$ cat src/rtl/alu_instr_sequencer.sv
`timescale 1ns/1ps
// Hardwired fetch/decode/execute control sequencer for the phase-1 ALU datapath.
// Latency: 6 + FETCH_WAIT cycles per instruction (T0..T5); strobes decode combinationally from state.
// Backpressure: none; slow memory is absorbed by holding T1 for FETCH_WAIT extra cycles.
module alu_instr_sequencer #(
    parameter int unsigned FETCH_WAIT = 0
) (
    input  logic        clk,
    input  logic        clr,
    input  logic        run,
    input  logic [31:0] ir_data,
    output logic        pc_out,
    output logic        pc_increment,
    output logic        pc_enable,
    output logic        mar_enable,
    output logic        read,
    output logic        mdr_enable,
    output logic        mdr_out,
    output logic        ir_enable,
    output logic        y_enable,
    output logic        z_enable,
    output logic        zlo_out,
    output logic [15:0] r_out,
    output logic [15:0] r_enable,
    output logic [4:0]  op_code,
    output logic        instr_done,
    output logic        illegal,
    output logic [3:0]  state_dbg
);

    typedef enum logic [3:0] {
        S_IDLE  = 4'd0,
        S_T0    = 4'd1,
        S_T1    = 4'd2,
        S_T2    = 4'd3,
        S_T3    = 4'd4,
        S_T4    = 4'd5,
        S_T5    = 4'd6,
        S_FAULT = 4'd7
    } state_t;

    localparam logic [2:0] WAIT_INIT = 3'(FETCH_WAIT);

    state_t     state_q, state_d;
    logic [2:0] wait_q, wait_d;

    logic [4:0] opcode;
    logic [3:0] ra, rb, rc;
    logic       is_binary, is_unary;
    logic       unused_ir_bits;

    assign opcode = ir_data[31:27];
    assign ra     = ir_data[26:23];
    assign rb     = ir_data[22:19];
    assign rc     = ir_data[18:15];

    // Low IR bits carry no meaning for ALU-format instructions.
    assign unused_ir_bits = ^ir_data[14:0];

    // Classify the IR opcode as binary, unary or neither (illegal).
    always_comb begin
        is_binary = 1'b0;
        is_unary  = 1'b0;
        case (opcode)
            5'b00011, 5'b00100, 5'b00101, 5'b00110, 5'b00111,
            5'b01000, 5'b01001, 5'b01010, 5'b01011: is_binary = 1'b1;
            5'b10001, 5'b10010:                     is_unary  = 1'b1;
            default: ;
        endcase
    end

    // Next-state and fetch-wait counter; run only matters in IDLE and T5.
    always_comb begin
        state_d = state_q;
        wait_d  = wait_q;
        case (state_q)
            S_IDLE:  if (run) state_d = S_T0;
            S_T0: begin
                state_d = S_T1;
                wait_d  = WAIT_INIT;
            end
            S_T1: begin
                if (wait_q != 3'd0) wait_d  = wait_q - 3'd1;
                else                state_d = S_T2;
            end
            S_T2:    state_d = S_T3;
            S_T3:    state_d = (is_binary || is_unary) ? S_T4 : S_FAULT;
            S_T4:    state_d = S_T5;
            S_T5:    state_d = run ? S_T0 : S_IDLE;
            S_FAULT: state_d = S_FAULT;
            default: state_d = S_IDLE;
        endcase
    end

    // State and counter registers; clr forces IDLE asynchronously.
    always_ff @(posedge clk or negedge clr) begin
        if (!clr) begin
            state_q <= S_IDLE;
            wait_q  <= 3'd0;
        end else begin
            state_q <= state_d;
            wait_q  <= wait_d;
        end
    end

    // Strobe decode from the current state and IR; at most one bus driver per state.
    always_comb begin
        pc_out       = 1'b0;
        pc_increment = 1'b0;
        mar_enable   = 1'b0;
        read         = 1'b0;
        mdr_enable   = 1'b0;
        mdr_out      = 1'b0;
        ir_enable    = 1'b0;
        y_enable     = 1'b0;
        z_enable     = 1'b0;
        zlo_out      = 1'b0;
        r_out        = 16'h0000;
        r_enable     = 16'h0000;
        op_code      = 5'b00000;
        instr_done   = 1'b0;
        illegal      = 1'b0;
        case (state_q)
            S_T0: begin
                pc_out       = 1'b1;
                mar_enable   = 1'b1;
                pc_increment = 1'b1;
            end
            S_T1: begin
                read       = 1'b1;
                mdr_enable = 1'b1;
            end
            S_T2: begin
                mdr_out   = 1'b1;
                ir_enable = 1'b1;
            end
            S_T3: begin
                // Unary ops leave T3 as a bubble so both formats share T4/T5.
                if (is_binary) begin
                    r_out    = 16'h0001 << rb;
                    y_enable = 1'b1;
                end
            end
            S_T4: begin
                r_out    = 16'h0001 << (is_binary ? rc : rb);
                z_enable = 1'b1;
                op_code  = opcode;
            end
            S_T5: begin
                zlo_out    = 1'b1;
                r_enable   = 16'h0001 << ra;
                instr_done = 1'b1;
            end
            S_FAULT: illegal = 1'b1;
            default: ;
        endcase
    end

    // No branch support in this block, so the PC is never loaded from the bus.
    assign pc_enable = 1'b0;
    assign state_dbg = state_q;

endmodule
$ cat config.mk
export PLATFORM = sky130hd
export DESIGN_NAME = alu_instr_sequencer
export DESIGN_NICKNAME = d
export VERILOG_FILES = /design/src/rtl/alu_instr_sequencer.sv
export SDC_FILE = /design/constraint.sdc
export NUM_CORES = 1
export LEC_CHECK = 0
export BUFFER_PORTS_ARGS = -buffer_cell sky130_fd_sc_hd__buf_2
export CAP_MARGIN = 20
export CORE_MARGIN = 4
export CORE_UTILIZATION = 37
export CTS_CLUSTER_SIZE = 40
export DETAILED_ROUTE_END_ITERATION = 10
export PLACE_DENSITY = 0.8
export SLEW_MARGIN = 0
export SYNTH_ARGS = -nofsm -noshare
export SYNTH_HDL_FRONTEND = slang
export SYNTH_SLANG_ARGS = --single-unit
$ cat constraint.sdc
create_clock -name clk -period 1.7 [get_ports clk]
set_clock_uncertainty 0.05 [all_clocks]
set_input_delay 0.255 -clock clk [delete_from_list [all_inputs] [get_ports clk]]
set_output_delay 0.255 -clock clk [all_outputs]
set_load 0.01 [all_outputs]
**Word level (Yosys, flattened, before mapping)**

Index checks and enable logic that the tools add are counted.

- Input port bits: 35
- Output and inout port bits: 54
- Register bits: 7
- Word-level logic and storage cells: 57

- Reductions and logical operators: 8
- Add/subtract/negate cells: 1
- Eq/ne operators: 21
- Muxes and demuxes: 22
- Shift operators: 3

Operators with widths:

| kind | number |
|---|---|
| $shl A1 B4 Y16 const A | 3 |
| $mux W16 | 2 |
| $pmux W16 S2 | 1 |
| $pmux W4 S8 | 1 |
| $eq A5 B3 Y1 const B | 4 |
| $eq A5 B4 Y1 const B | 4 |
| $eq A4 B3 Y1 const B | 4 |
| $mux W4 | 3 |
| $mux W1 | 11 |
| $eq A5 B5 Y1 const B | 2 |
| $reduce_or A9 Y1 | 1 |
| $eq A4 B2 Y1 const B | 2 |
| $ne A2 B2 Y1 const B | 3 |
| $pmux W3 S2 | 1 |
| $eq A5 B2 Y1 const B | 1 |
| $mux W5 | 1 |
| $eq A4 B1 Y1 const B | 1 |
| $logic_not A4 Y1 | 1 |
| $reduce_and A2 Y1 | 2 |
| $mux W3 | 1 |
| $reduce_bool A3 Y1 | 1 |
| $sub A3 B1 Y3 const B | 1 |
| $mux W2 | 1 |
| $reduce_bool A2 Y1 | 1 |
| 2 further kinds | 2 |

**Depth between registers and ports, before layout**

- Depth after elaboration: 6
- Mapped depth: 6
- Gate-level depth less buffers: 6

**Least setup slack after synthesis**

OpenSTA, ideal clock, no wires.

- Path type: reg2out
- From: reg with a tool-made name
- To: out r_enable[0]
- Cell stages (with the launch flop): 5
- Setup slack: -68 ps
- Data required time: 1395 ps
- Arrival time: 1463 ps
- Path buffers: 1
- Path through: dfrtp_1 -> clkbuf_1 -> nand3b_1 -> or3_1 -> nor3_1

RTL lines:

| item | RTL line | text |
|---|---|---|
| end, declared | 24 | `output logic [15:0] r_enable,` |

**Worst setup path in the final report**

- From: reg state_q[0] (netlist: state_dbg[0])
- To: out r_enable[0]

- Cells in the longest elaborated chain, start to end: 2

RTL lines:

| item | RTL line | text |
|---|---|---|
| start, declared | 44 | `state_t state_q, state_d;` |
| start signal, assigned | 101 | `state_q <= state_d;` |
| $eq A4 B3 Y1 | 123 | `case (state_q)` |
| $mux W16 | 123 |  |

Every way passes these cells.

==> flow_summary.ini <==
[sta]
finalSetupViolCount = 30
hold_ws_ns = 0.3315
fmax_mhz = 536.9
slew_violations = 0
min_period_ns = 1.862
hold_violations = 0
fin_crit_sh = 1.096
fin_ws_ns = -0.1624
rsz0062_at_grt = true

[layout]
drive_gt1_frac = 0.5395
finalNetCount = 267
num-fill-cells = 234
fin_cells = 258
final_cell_mix = buf_2 (68), nor2_1 (18), buf_4 (18), o22ai_1 (16), nand3_1 (12)
mostFrequentLayoutCell = buf_2
area_growth_pct = 66.58
antennaDiodeCount = 0

[power]
clkPwrFrac = 0.071
intPower_uw = 993.3
pwr-share-comb = 0.814
p_sw_frac = 0.4532
finalPower_mw = 1.816
p_leak_nw = 0.8299
power.switching_uw = 823.2
ir_worst_vdd_mv = 0.8915
seq_power_share = 0.115
powerDensity_nw_per_um2 = 1120

[critical_path]
crit_path_start_kind = flip-flop
end_kind = primary output
crit_type = flip-flop to primary output
critical_path_required_ns = 1.39
worstReg2RegStart = state_dbg[0]
cp-startpoint = state_dbg[0]
worstPathArrival_ns = 1.56
cp_max_fo = 4

[synthesis]
synth-seq-cells = 6
yosysWarningCount = 0
ys_seq_area_frac = 0.1542
synth.distinct_cells = 34
netlist_area_um2 = 973.4
syn_area_per_cell_um2 = 6.807
synth_edf_count = 0
synthArstFlopShare = 1.000
synth_cells = 143
synthFlopType = dfrtp_1

[clock_network]
cts_tree = yes
cts_buffers = 3
path_clk_slew_ns = 0.04
clockRootBuffer = clkbuf_4
clockBufferDepth = 2
clock_latency_ns = 0.24
cts_max_level = 1
clock_sinks = 6

[placed_design]
io_buffers = 71
dp_cells = 243
routabilityCongestion = 0.8118
place_ws_ns = -0.09595
dp_hpwl_mm = 2.530

[outcome]
status = finished, violations left
failed_checks = setup timing

[die]
die_w_um = 59.29
die_area_um2 = 3515
ioPinCount = 89
start_util = 0.3894
fp.dieH_um = 59.29
core_area_um2 = 2500
row_count = 18

[detailed_routing]
drt-total-wl_mm = 3.557
drc = 0
detail_route.wl_per_cell_um = 13.79
antenna_left = 0
routed_via_density = 5.388
drtIter0Drc = 61
vias = 1390
firstDrtPassIters = 4

[global_routing]
first_global_vias = 1158
grt_pass1_wl_mm = 4.698
gr-usage-all-layers = 0.1688
antenna_found_initial = 0
gr-total-overflow = 0
grt_max_degree = 21

[run]
maxCapViolations = 0

[hold_path]
min_path_type = input port to async pin
==> kinds of logic after synthesis <==
family	synth area share
other cells	0.003852
fa+ha+maj	0.02570
buf+inv	0.1041
xor+xnor	0.02571
flops	0.1542
simple gates	0.4705
compound gates	0.2159
==> power groups by stage <==
stage	sequential, mW	combinational, mW	clock [mW]
finish	0.210	1.48	0.129
global placement	0.211	1.03	0
global route	0.217	1.57	0.144
CTS	0.204	1.12	0.133
floorplan	0.241	0.669	0
detailed placement	0.213	1.04	0
==> per-stage QoR <==
step                TNS [ns]  utilization  instance area [µm²]
finish                -2.247       0.6486                 1622
global route          -5.508       0.6486                 1622
CTS                   -2.175       0.5866                 1466
detailed placement   -0.7470       0.5566                 1391
global placement     -0.5326       0.5566                 1391
floorplan           -0.06893            -                982.2
==> routing by layer <==
metal  vias up  part of all wire  track usage  wire (µm)
met5         -                 0            0          0
met4         0            0.0087      0.05502         31
met3         4             0.089      0.03268        318
met2        77              0.53       0.3105       1875
met1       620              0.37       0.1921       1331
li1        689                 -            -          -
==> synth_stat cells (2+ instances only) <==
cell type / instances / area share
nor2b_1: 6 / 0.039
or2_2: 2 / 0.013
nand4_1: 8 / 0.051
nor3b_1: 3 / 0.023
nand2_1: 8 / 0.031
a21oi_1: 3 / 0.015
and3_1: 5 / 0.032
buf_4: 7 / 0.054
clkbuf_1: 6 / 0.023
nor2_1: 21 / 0.081
nand2b_1: 8 / 0.051
nand3_1: 13 / 0.067
nand4b_1: 2 / 0.018
o21ai_0: 3 / 0.015
or3_1: 2 / 0.013
ha_1: 2 / 0.026
inv_1: 4 / 0.015
o22ai_1: 16 / 0.10
nor3_1: 4 / 0.021
dfrtp_1: 6 / 0.15
==> worst max-delay path, cell delays in order (launching register included) <==
cell	delay, ns
dfrtp_1	0.40
nand3b_1	0.23
or3_4	0.45
nor3_2	0.10
buf_2	0.14
==> final cells by class <==
type / count / area [µm²] / area share
multi-input cells: 120 / 803.3 / 0.4954
repair buffers: 95 / 588.1 / 0.3627
flip-flops and latches: 6 / 150.1 / 0.09259
well taps: 30 / 37.54 / 0.02315
clock buffers: 3 / 22.52 / 0.01389
inverters: 4 / 20.02 / 0.01235
==> path summary, 6_finish.rpt <==
kind                                 to  slack [ns]  depth (start not counted)
max                         r_enable[0]       -0.16                          4
min                           wait_q[0]        0.33                          2
max reg2reg                   wait_q[2]        0.05                          7
min reg2reg                   wait_q[0]        0.46                          1
max in group asynchronous  state_dbg[1]        1.12                          2
min in group clk           state_dbg[0]        0.36                          3
==> repair_timing <==
item                                   in CTS  in global routing
gates resized for setup                     8                 22
endpoints found under the hold margin       6                  0
setup endpoints to repair                  32                 45
pin swaps                                   7                 12
hold buffers                                1                  0
buffers inserted                            3                  9
Power figures use the tool's default switching activity.
